===== src/rtl/mc_control.sv =====
// rtl/mc_control.sv - multi-cycle MIPS control unit (Moore FSM)
//
// Sequences each instruction through fetch/decode/execute/memory/writeback
// and drives the shared datapath. Optional feature macro: MC_LOGIMM_EN
// (adds andi/ori through a LOGIEXEC state).
//
// Ports:
//   clk, rst_n      core clock (rising edge), asynchronous active-low reset
//   opcode, funct   instr[31:26] / instr[5:0] from the instruction register
//   zero            ALU zero flag, consumed in BRANCH
//   alu_op          AND=0000 OR=0001 ADD=0010 SUB=0110 SLT=0111
//   alu_src_a/b     ALU operand selects
//   pc_src, pc_en   PC next-value select and write enable
//   iord            memory address select (0=PC, 1=ALUOut)
//   ir_write        instruction register load
//   mem_write       data memory write
//   reg_dst, mem_to_reg, reg_write   register file write controls
//   illegal         unsupported opcode/funct seen in DECODE
//   retired         completed-instruction count (wraps)
`timescale 1ns/1ps

module mc_control #(
  parameter int CNT_W = 32
) (
  input  logic             clk,
  input  logic             rst_n,
  input  logic [5:0]       opcode,
  input  logic [5:0]       funct,
  input  logic             zero,
  output logic [3:0]       alu_op,
  output logic             alu_src_a,
  output logic [2:0]       alu_src_b,
  output logic [1:0]       pc_src,
  output logic             pc_en,
  output logic             iord,
  output logic             ir_write,
  output logic             mem_write,
  output logic             reg_dst,
  output logic             mem_to_reg,
  output logic             reg_write,
  output logic             illegal,
  output logic [CNT_W-1:0] retired
);

  localparam logic [3:0] ALU_AND = 4'b0000;
  localparam logic [3:0] ALU_OR  = 4'b0001;
  localparam logic [3:0] ALU_ADD = 4'b0010;
  localparam logic [3:0] ALU_SUB = 4'b0110;
  localparam logic [3:0] ALU_SLT = 4'b0111;

  typedef enum logic [3:0] {
    S_FETCH    = 4'd0,
    S_DECODE   = 4'd1,
    S_MEMADR   = 4'd2,
    S_MEMRD    = 4'd3,
    S_MEMWB    = 4'd4,
    S_MEMWR    = 4'd5,
    S_EXECUTE  = 4'd6,
    S_ALUWB    = 4'd7,
    S_BRANCH   = 4'd8,
    S_ADDIEXEC = 4'd9,
    S_ADDIWB   = 4'd10,
`ifdef MC_LOGIMM_EN
    S_LOGIEXEC = 4'd12,
`endif
    S_JUMP     = 4'd11
  } state_t;

  state_t state, state_next;

  logic       pc_write;
  logic       branch;
  logic       ir_load;
  logic       mem_wr;
  logic       reg_wr;
  logic       funct_ok;
  logic [3:0] funct_alu;
  logic       terminal;

  // R-type funct lookup shared by DECODE (legality) and EXECUTE (alu_op)
  always_comb begin
    funct_ok  = 1'b1;
    funct_alu = ALU_ADD;
    case (funct)
      6'b100000: funct_alu = ALU_ADD;
      6'b100010: funct_alu = ALU_SUB;
      6'b100100: funct_alu = ALU_AND;
      6'b100101: funct_alu = ALU_OR;
      6'b101010: funct_alu = ALU_SLT;
      default:   funct_ok  = 1'b0;
    endcase
  end

  always_ff @(posedge clk or negedge rst_n) begin
    if (!rst_n) begin
      state <= S_FETCH;
    end else begin
      state <= state_next;
    end
  end

  always_comb begin
    state_next = S_FETCH;
    alu_op     = ALU_ADD;
    alu_src_a  = 1'b0;
    alu_src_b  = 3'b000;
    pc_src     = 2'b00;
    pc_write   = 1'b0;
    branch     = 1'b0;
    iord       = 1'b0;
    ir_load    = 1'b0;
    mem_wr     = 1'b0;
    reg_dst    = 1'b0;
    mem_to_reg = 1'b0;
    reg_wr     = 1'b0;
    illegal    = 1'b0;
    terminal   = 1'b0;
    case (state)
      S_FETCH: begin
        ir_load    = 1'b1;
        pc_write   = 1'b1;
        alu_src_b  = 3'b001;
        state_next = S_DECODE;
      end
      S_DECODE: begin
        // Branch target computed speculatively into ALUOut
        alu_src_b = 3'b011;
        case (opcode)
          6'b100011, 6'b101011: state_next = S_MEMADR;
          6'b000000: begin
            if (funct_ok) state_next = S_EXECUTE;
            else          illegal    = 1'b1;
          end
          6'b000100: state_next = S_BRANCH;
          6'b001000: state_next = S_ADDIEXEC;
          6'b000010: state_next = S_JUMP;
`ifdef MC_LOGIMM_EN
          6'b001100, 6'b001101: state_next = S_LOGIEXEC;
`endif
          default: illegal = 1'b1;
        endcase
      end
      S_MEMADR: begin
        alu_src_a  = 1'b1;
        alu_src_b  = 3'b010;
        // IR is only loaded in FETCH, so opcode still identifies lw vs sw
        state_next = (opcode == 6'b100011) ? S_MEMRD : S_MEMWR;
      end
      S_MEMRD: begin
        iord       = 1'b1;
        state_next = S_MEMWB;
      end
      S_MEMWB: begin
        mem_to_reg = 1'b1;
        reg_wr     = 1'b1;
        terminal   = 1'b1;
      end
      S_MEMWR: begin
        iord     = 1'b1;
        mem_wr   = 1'b1;
        terminal = 1'b1;
      end
      S_EXECUTE: begin
        alu_src_a  = 1'b1;
        alu_op     = funct_alu;
        state_next = S_ALUWB;
      end
      S_ALUWB: begin
        reg_dst  = 1'b1;
        reg_wr   = 1'b1;
        terminal = 1'b1;
      end
      S_BRANCH: begin
        alu_src_a = 1'b1;
        alu_op    = ALU_SUB;
        pc_src    = 2'b01;
        branch    = 1'b1;
        terminal  = 1'b1;
      end
      S_ADDIEXEC: begin
        alu_src_a  = 1'b1;
        alu_src_b  = 3'b010;
        state_next = S_ADDIWB;
      end
      S_ADDIWB: begin
        reg_wr   = 1'b1;
        terminal = 1'b1;
      end
`ifdef MC_LOGIMM_EN
      S_LOGIEXEC: begin
        alu_src_a  = 1'b1;
        alu_src_b  = 3'b100;
        alu_op     = opcode[0] ? ALU_OR : ALU_AND;
        state_next = S_ADDIWB;
      end
`endif
      S_JUMP: begin
        pc_src   = 2'b10;
        pc_write = 1'b1;
        terminal = 1'b1;
      end
      default: state_next = S_FETCH;
    endcase
  end

  // Write strobes are gated by rst_n so nothing escapes while reset is held,
  // even though the state register already shows FETCH.
  assign pc_en     = rst_n & (pc_write | (branch & zero));
  assign ir_write  = rst_n & ir_load;
  assign mem_write = rst_n & mem_wr;
  assign reg_write = rst_n & reg_wr;

  always_ff @(posedge clk or negedge rst_n) begin
    if (!rst_n) begin
      retired <= '0;
    end else if (terminal) begin
      retired <= retired + CNT_W'(1);
    end
  end

endmodule


===== config.mk =====
export PLATFORM = sky130hd
export DESIGN_NAME = mc_control
export DESIGN_NICKNAME = d
export VERILOG_FILES = /design/src/rtl/mc_control.sv
export SDC_FILE = /design/constraint.sdc
export NUM_CORES = 1
export LEC_CHECK = 0
export CAP_MARGIN = 20
export CORE_MARGIN = 2
export CORE_UTILIZATION = 40
export CTS_CLUSTER_DIAMETER = 150
export CTS_CLUSTER_SIZE = 24
export DETAILED_ROUTE_END_ITERATION = 16
export PLACE_DENSITY = 0.69
export SYNTH_ARGS = -nofsm -noshare
export SYNTH_HDL_FRONTEND = slang
export SYNTH_SLANG_ARGS = --single-unit

===== constraint.sdc =====
create_clock -name clk -period 2.2 [get_ports clk]
set_input_delay 0.44 -clock clk [delete_from_list [all_inputs] [get_ports clk]]
set_output_delay 0.44 -clock clk [all_outputs]
set_load 0.05 [all_outputs]

==> summary.txt, run 1 <==
Run status
  – Status: complete, no violations

Timing
  – Final setup vio count: 0
  – Worst-Margin Slew: around 0.5 ns
  – Slew headroom: 66.7%
  – Skew final: about 0.013 ns
  – RSZ-0062 raised after global routing: true
  – Highest Clock Rate: about 460 MHz
  – Slew Viols, Final: 0
  – Hold WS: 0.217 ns
  – Final Cycle Share: 99.6%
  – Tmin final: 2.19 ns
  – Fin. Hold Viols: 0

Route
  – Routed length per instance: 12.9 µm
  – DRC: 0
  – WL met2: about 2.4 mm
  – Via Count: 1,888
  – Detailed Route WL: a little under 5 mm
  – ANT nets after route: 0
  – DR top layer: met4
  – Routed wl met3: 176 µm
  – Initial DRC count: 80
  – DRT met1 WL: between 2 and 2.5 mm
  – Drt pass-1 iters: 4
  – Number of vias per cell: 5.05

Die
  – Core ar.: approximately 5000 µm²
  – DIE WIDTH: 75.6 µm
  – Full die area: 5710 µm²
  – Std cell rows: 26
  – Top Ports: between 60 and 70
  – Die height: 75.6 µm
  – Initial core utilization: between 40% and 50%

Worst setup path
  – Worst EP arrival: 1.75 ns
  – Type of origin of the critical path: input pin
  – Worst Path Required: 1.76 ns
  – Worst setup EP type: output port
  – Setup Crit Path Kind: input pin to output port
  – Worst-path maximum fanout: 2

Final layout
  – Antenna diodes: 0
  – Final Util: between 60% and 70%
  – Nets: 319
  – Share of post-route cells with drive strength above 1: 27.0%
  – Area grow syn2layout: 56.1%

Synthesis
  – Post-synth EDFFs: 0
  – Largest cells by area after synthesis: dfrtp_1 44%, xnor2_1 9.4%, xor2_1 4.7%
  – Cells after Synth: 220
  – Syn Area/Cell: 9.31 µm²
  – Top-count cell post-synth: dfrtp_1
  – Synth Flop Type: dfrtp_1
  – Area leader, netlist: dfrtp_1
  – Yosys warns: 0
  – Asr flop ratio synth: 100%
  – Cell Area, Synth: a little over 2000 µm²
  – Synth Register Bits: 36
  – Distinct cells, synth: between 40 and 50
  – Synth cell count leaders: 36 x dfrtp_1, 24 x nand2_1, 22 x nor2_1, 22 x xnor2_1, 17 x nor3_1
  – Post-synthesis sequential area ratio: 44.0%
  – Synth top area share: 44.0%

Pwr
  – Worst vdd ir: 493 µV
  – Power Density: 674 nW/µm²
  – Leak: between 1 and 1.5 nW

GRT
  – Antenna violations before repair: 0
  – Wire length of the first global-routing pass: about 7.6 mm
  – Largest net degree at the start of global routing: 37
  – Vias in the first global route: 1,669
  – Overflow after GRT: 0
  – GR Util All Layers: 17.6%

Place
  – Post-DP HPWL: ~3.6 mm
  – Number of port buffers: 62
  – Routability cong.: 0.832

Clock network
  – Worst-skew pair later-pin latency: 0.28 ns
  – Reg clk slew, reported paths: approximately 0.070 ns
  – Num CTS Buffers: 5
  – CTS Hold Bufs: 0
  – Clk sinks: 36
  – H-tree depth: 2
  – Root buffer cell: clkbuf_8
  – CTS Buffer Depth: 2
  – CTS tree: done

Run
  – Max cap viols: 0

Hold path
  – Hold Path Class: input pin to asynchronous set/reset pin
## per-stage QoR
| stage | instances | total power, mW | TNS, ns | instance area (µm²) | worst slack [ns] |
|---|---|---|---|---|---|
| after floorplan | 221 | 1.33 | -0.244 | 2140 | -0.182 |
| after global placement | 362 | 1.69 | -0.155 | 3050 | -0.155 |
| after detailed placement | 362 | 1.70 | -0.166 | 3050 | -0.166 |
| after CTS | 374 | 2.16 | 0 | 3170 | 0.00826 |
| after global routing | 374 | 2.26 | -0.0139 | 3200 | -0.00909 |
| final | 374 | 2.16 | 0 | 3200 | 0.00956 |
## per-layer routing
layer  vias up  GRT usage, %
met5         -             0
met4         0          6.63
met3         8          4.10
met1       911          23.2
met2        44          28.4
li1        925             -
## timing repair
item                                    in CTS  in global routing
buffers inserted                             4                  0
endpoints found under the setup margin       1                  4
pin swaps                                    5                  1
gates resized for setup                      7                  7
hold endpoints to repair                     0                  0
## cells by family after synthesis
logic type	Yosys count	synth area share, %
other	1	0.183
adder cells (fa/ha/maj)	2	1.10
flip-flops	36	44.0
AND/OR/NAND/NOR	112	28.2
AO/OA/AOI/OAI	20	7.39
XOR/XNOR	34	14.9
buffers and inverters	15	4.21
## worst max-delay path: stages
cell             delay, ns
clkdlybuf4s50_1       0.49
nor2b_2               0.18
o221ai_2              0.14
a311oi_2              0.25
nor2_1                0.09
buf_6                 0.16
## power by group
group	switching, mW	leakage [nW]	internal, mW
clock network	0.225	0.0422	0.222
registers	0.0717	0.473	0.707
logic	0.546	0.787	0.384
## worst paths after layout
kind	from	cells after the start	to	slack [ns]
setup / recovery	funct[2]	6	illegal	0.01
hold / removal	rst_n	2	retired[18]$_DFFE_PN0P_	0.22
setup reg to reg	state[3]$_DFF_PN0_	5	retired[30]$_DFFE_PN0P_	0.09
hold reg to reg	retired[15]$_DFFE_PN0P_	1	retired[15]$_DFFE_PN0P_	0.48
max in group asynchronous	rst_n	2	state[1]$_DFF_PN0_	1.62
min in group clk	retired[15]$_DFFE_PN0P_	1	retired[15]$_DFFE_PN0P_	0.48
## registers in the layout, summed over array words and instances, names as in the netlist
| signal | cells |
|---|---|
| state | 4 |
| retired | 32 |
## final cells by class
class,instances,area [µm²]
Clock buffer,7,76.3
Clock inverter,1,5.00
Fill cell,451,1810
Inverter,6,22.5
Multi-Input combinational cell,170,1170
Sequential cell,36,918
Tap cell,70,87.6
Timing Repair Buffer,84,918
## layout by cell type (no fill, tap or decap), types with 2 or more instances in the layout
cell type,count
a21oi_1,6
and3_1,4
and4_1,4
buf_12,14
buf_4,23
clkbuf_1,2
clkbuf_8,5
clkdlybuf4s50_1,41
conb_1,2
dfrtp_1,22
dfrtp_2,14
dlygate4sd2_1,3
inv_1,6
nand2_1,24
nand2b_1,3
nand3_1,14
nand4_1,9
nor2_1,20
nor2b_1,2
nor2b_2,2
nor3_1,11
nor3_2,3
nor3_4,3
o21ai_0,3
or3_1,2
or4_4,2
xnor2_1,22
xor2_1,11
No activity file was read; power rests on OpenSTA's default activity.
==> run 2: changes to the inputs <==
--- a/config.mk
+++ b/config.mk
@@ -12,6 +12,7 @@
 export CTS_CLUSTER_SIZE = 24
 export DETAILED_ROUTE_END_ITERATION = 16
 export PLACE_DENSITY = 0.69
+export SKIP_CTS_REPAIR_TIMING = 1
 export SYNTH_ARGS = -nofsm -noshare
 export SYNTH_HDL_FRONTEND = slang
 export SYNTH_SLANG_ARGS = --single-unit
==> summary.txt, run 2 (synthesis gave the netlist of run 1 again) <==
Worst setup path
  – Setup Crit Path Kind: input pin to output port
  – Worst EP arrival: 1.75 ns (about the same)
  – Worst Path Required: 1.76 ns (about the same)
  – Type of origin of the critical path: input pin
  – Worst-path maximum fanout: 2 (unchanged)
  – R2R Setup Slk: 0.10 ns (about the same)
  – Worst setup EP type: output port

Timing
  – Final setup TNS: 0 ns (unchanged)
  – Slew headroom: 66.7% (about the same)
  – Slew Viols, Final: 0 (unchanged)
  – Worst-Margin Slew: 0.498 ns (-0.00000101 ns)
  – Highest Clock Rate: 457 MHz (+0.16%)
  – Tmin final: 2.19 ns (-0.00360 ns)
  – Fin. Hold Viols: 0 (unchanged)
  – RSZ-0062 raised after global routing: true
  – Final Cycle Share: 99.4% (-0.16 points)
  – Skew final: 0.0126 ns (-0.0000707 ns)
  – Final setup vio count: 0 (unchanged)
  – Hold WS: 0.220 ns (+0.00338 ns)
  – Worst setup margin: 0.0132 ns (+0.00360 ns)

Run status
  – Status: complete, no violations

Pwr
  – Worst vdd ir: 494 µV (+0.29%)
  – Leak: 1.30 nW (about the same)
  – Switching power: 0.832 mW (-1.2%)
  – Design Power: 2.14 mW (-0.63%)
  – Sequential power share: 36.4% (+0.3 points)
  – Switching Share: 38.8% (-0.23 points)
  – Pint: 1.31 mW (-0.25%)
  – Gate power share: 43.0% (about the same)
  – Power Density: 675 nW/µm² (about the same)
  – Clock power frac: 20.6% (-0.2 points)

Final layout
  – Fill cells: 455 (+0.89%)
  – Final cell count without fillers: 371 (-0.80%)
  – Storage element area: 918 µm² (unchanged)
  – Commonest non-fill, non-tap cell in the layout: clkdlybuf4s50_1
  – Nets: 316 (-0.94%)
  – Max FFs per register: 32 (unchanged)
  – Area grow syn2layout: 55.0%
  – Largest registers: retired x32, state x4
  – Top reg by flops: retired
  – Share of post-route cells with drive strength above 1: 25.9% (-1.1 points)
  – Antenna diodes: 0 (unchanged)
  – Multi-input logic area: 1160 µm² (-0.75%)
  – Most frequent cells in the layout: 42 x clkdlybuf4s50_1, 24 x nand2_1, 22 x xnor2_1, 22 x dfrtp_1, 20 x buf_4
  – Fin area: 3170 µm² (-0.70%)
  – Final Util: 63.4% (-0.45 points)

Place
  – Routability cong.: 0.832 (unchanged)
  – Cell Area, Placed: 3050 µm² (unchanged)
  – Number of port buffers: 62 (unchanged)
  – Pre-CTS setup slack: -0.166 ns (unchanged)
  – Post-DP HPWL: 3.64 mm (unchanged)
  – Placed insts: 362 (unchanged)

Run
  – Max cap viols: 0 (unchanged)

Die
  – DIE WIDTH: 75.6 µm (unchanged)
  – Std cell rows: 26 (unchanged)
  – Top Ports: 65 (unchanged)
  – Full die area: 5710 µm² (unchanged)
  – Initial core utilization: 40.9% (unchanged)
  – Die height: 75.6 µm (unchanged)
  – Core ar.: 5010 µm² (unchanged)

Route
  – ANT nets after route: 0 (unchanged)
  – Routed length per instance: 12.5 µm (-3.3%)
  – Number of vias per cell: 5.00 (-0.90%)
  – Via Count: 1,856 (-1.7%)
  – Initial DRC count: 78 (-2.5%)
  – Detailed Route WL: 4.63 mm (-4.1%)
  – DRC: 0 (unchanged)
  – Drt pass-1 iters: 4 (unchanged)

GRT
  – Antenna violations before repair: 0 (unchanged)
  – Largest net degree at the start of global routing: 37 (unchanged)
  – Wire length of the first global-routing pass: 7.45 mm (-2.5%)
  – Overflow after GRT: 0 (unchanged)
  – Vias in the first global route: 1,652 (-1.0%)
  – GR Util All Layers: 17.1% (-0.58 points)

Hold path
  – Hold Path Class: input pin to asynchronous set/reset pin

Clock network
  – CTS tree: done
  – Clk sinks: 36 (unchanged)
  – CTS Buffer Depth: 2 (unchanged)
  – Root buffer cell: clkbuf_8
  – Reg clk slew, reported paths: 0.07 ns (about the same)
  – Worst-skew pair later-pin latency: 0.28 ns (about the same)
  – H-tree depth: 2 (unchanged)
  – Num CTS Buffers: 5 (unchanged)
-- run 2: critical path: stages --
cell and delay [ns]:
clkdlybuf4s50_1 0.50, nor2b_2 0.19, o221ai_2 0.11, a311oi_1 0.26
nor2_1 0.09, buf_6 0.16
-- run 2: metal layers --
layer	GRT usage, %	wire length [µm]	part of all wire [%]
met3	4.10	174	3.8
met4	6.63	61	1.3
met5	0	0	0
met2	27.1	2300	50
met1	22.5	2100	45
-- run 2: path summary, 6_finish.rpt --
path,from,to,cells after the start
max,funct[2],illegal,6
min,rst_n,retired[20]$_DFFE_PN0P_,2
max reg2reg,state[3]$_DFF_PN0_,retired[30]$_DFFE_PN0P_,5
min reg2reg,retired[15]$_DFFE_PN0P_,retired[15]$_DFFE_PN0P_,1
max in group asynchronous,rst_n,state[1]$_DFF_PN0_,2
min in group clk,retired[15]$_DFFE_PN0P_,retired[15]$_DFFE_PN0P_,1
-- run 2: final cells by class --
| cell class | instances | area share, % |
|---|---|---|
| well taps | 70 | 2.76 |
| multi-input cells | 170 | 36.5 |
| clock inverters | 1 | 0.158 |
| flip-flops and latches | 36 | 28.9 |
| inverters | 6 | 0.710 |
| repair buffers | 81 | 28.5 |
| clock buffers | 7 | 2.40 |
-- run 2: power by group through the flow --
stage / Combinational [mW] / Sequential, mW / Clock [mW]
after detailed placement: 0.910 / 0.793 / 0
after global placement: 0.903 / 0.790 / 0
after CTS: 0.909 / 0.780 / 0.453
final: 0.922 / 0.780 / 0.441
after floorplan: 0.447 / 0.881 / 0
after global routing: 0.973 / 0.789 / 0.490
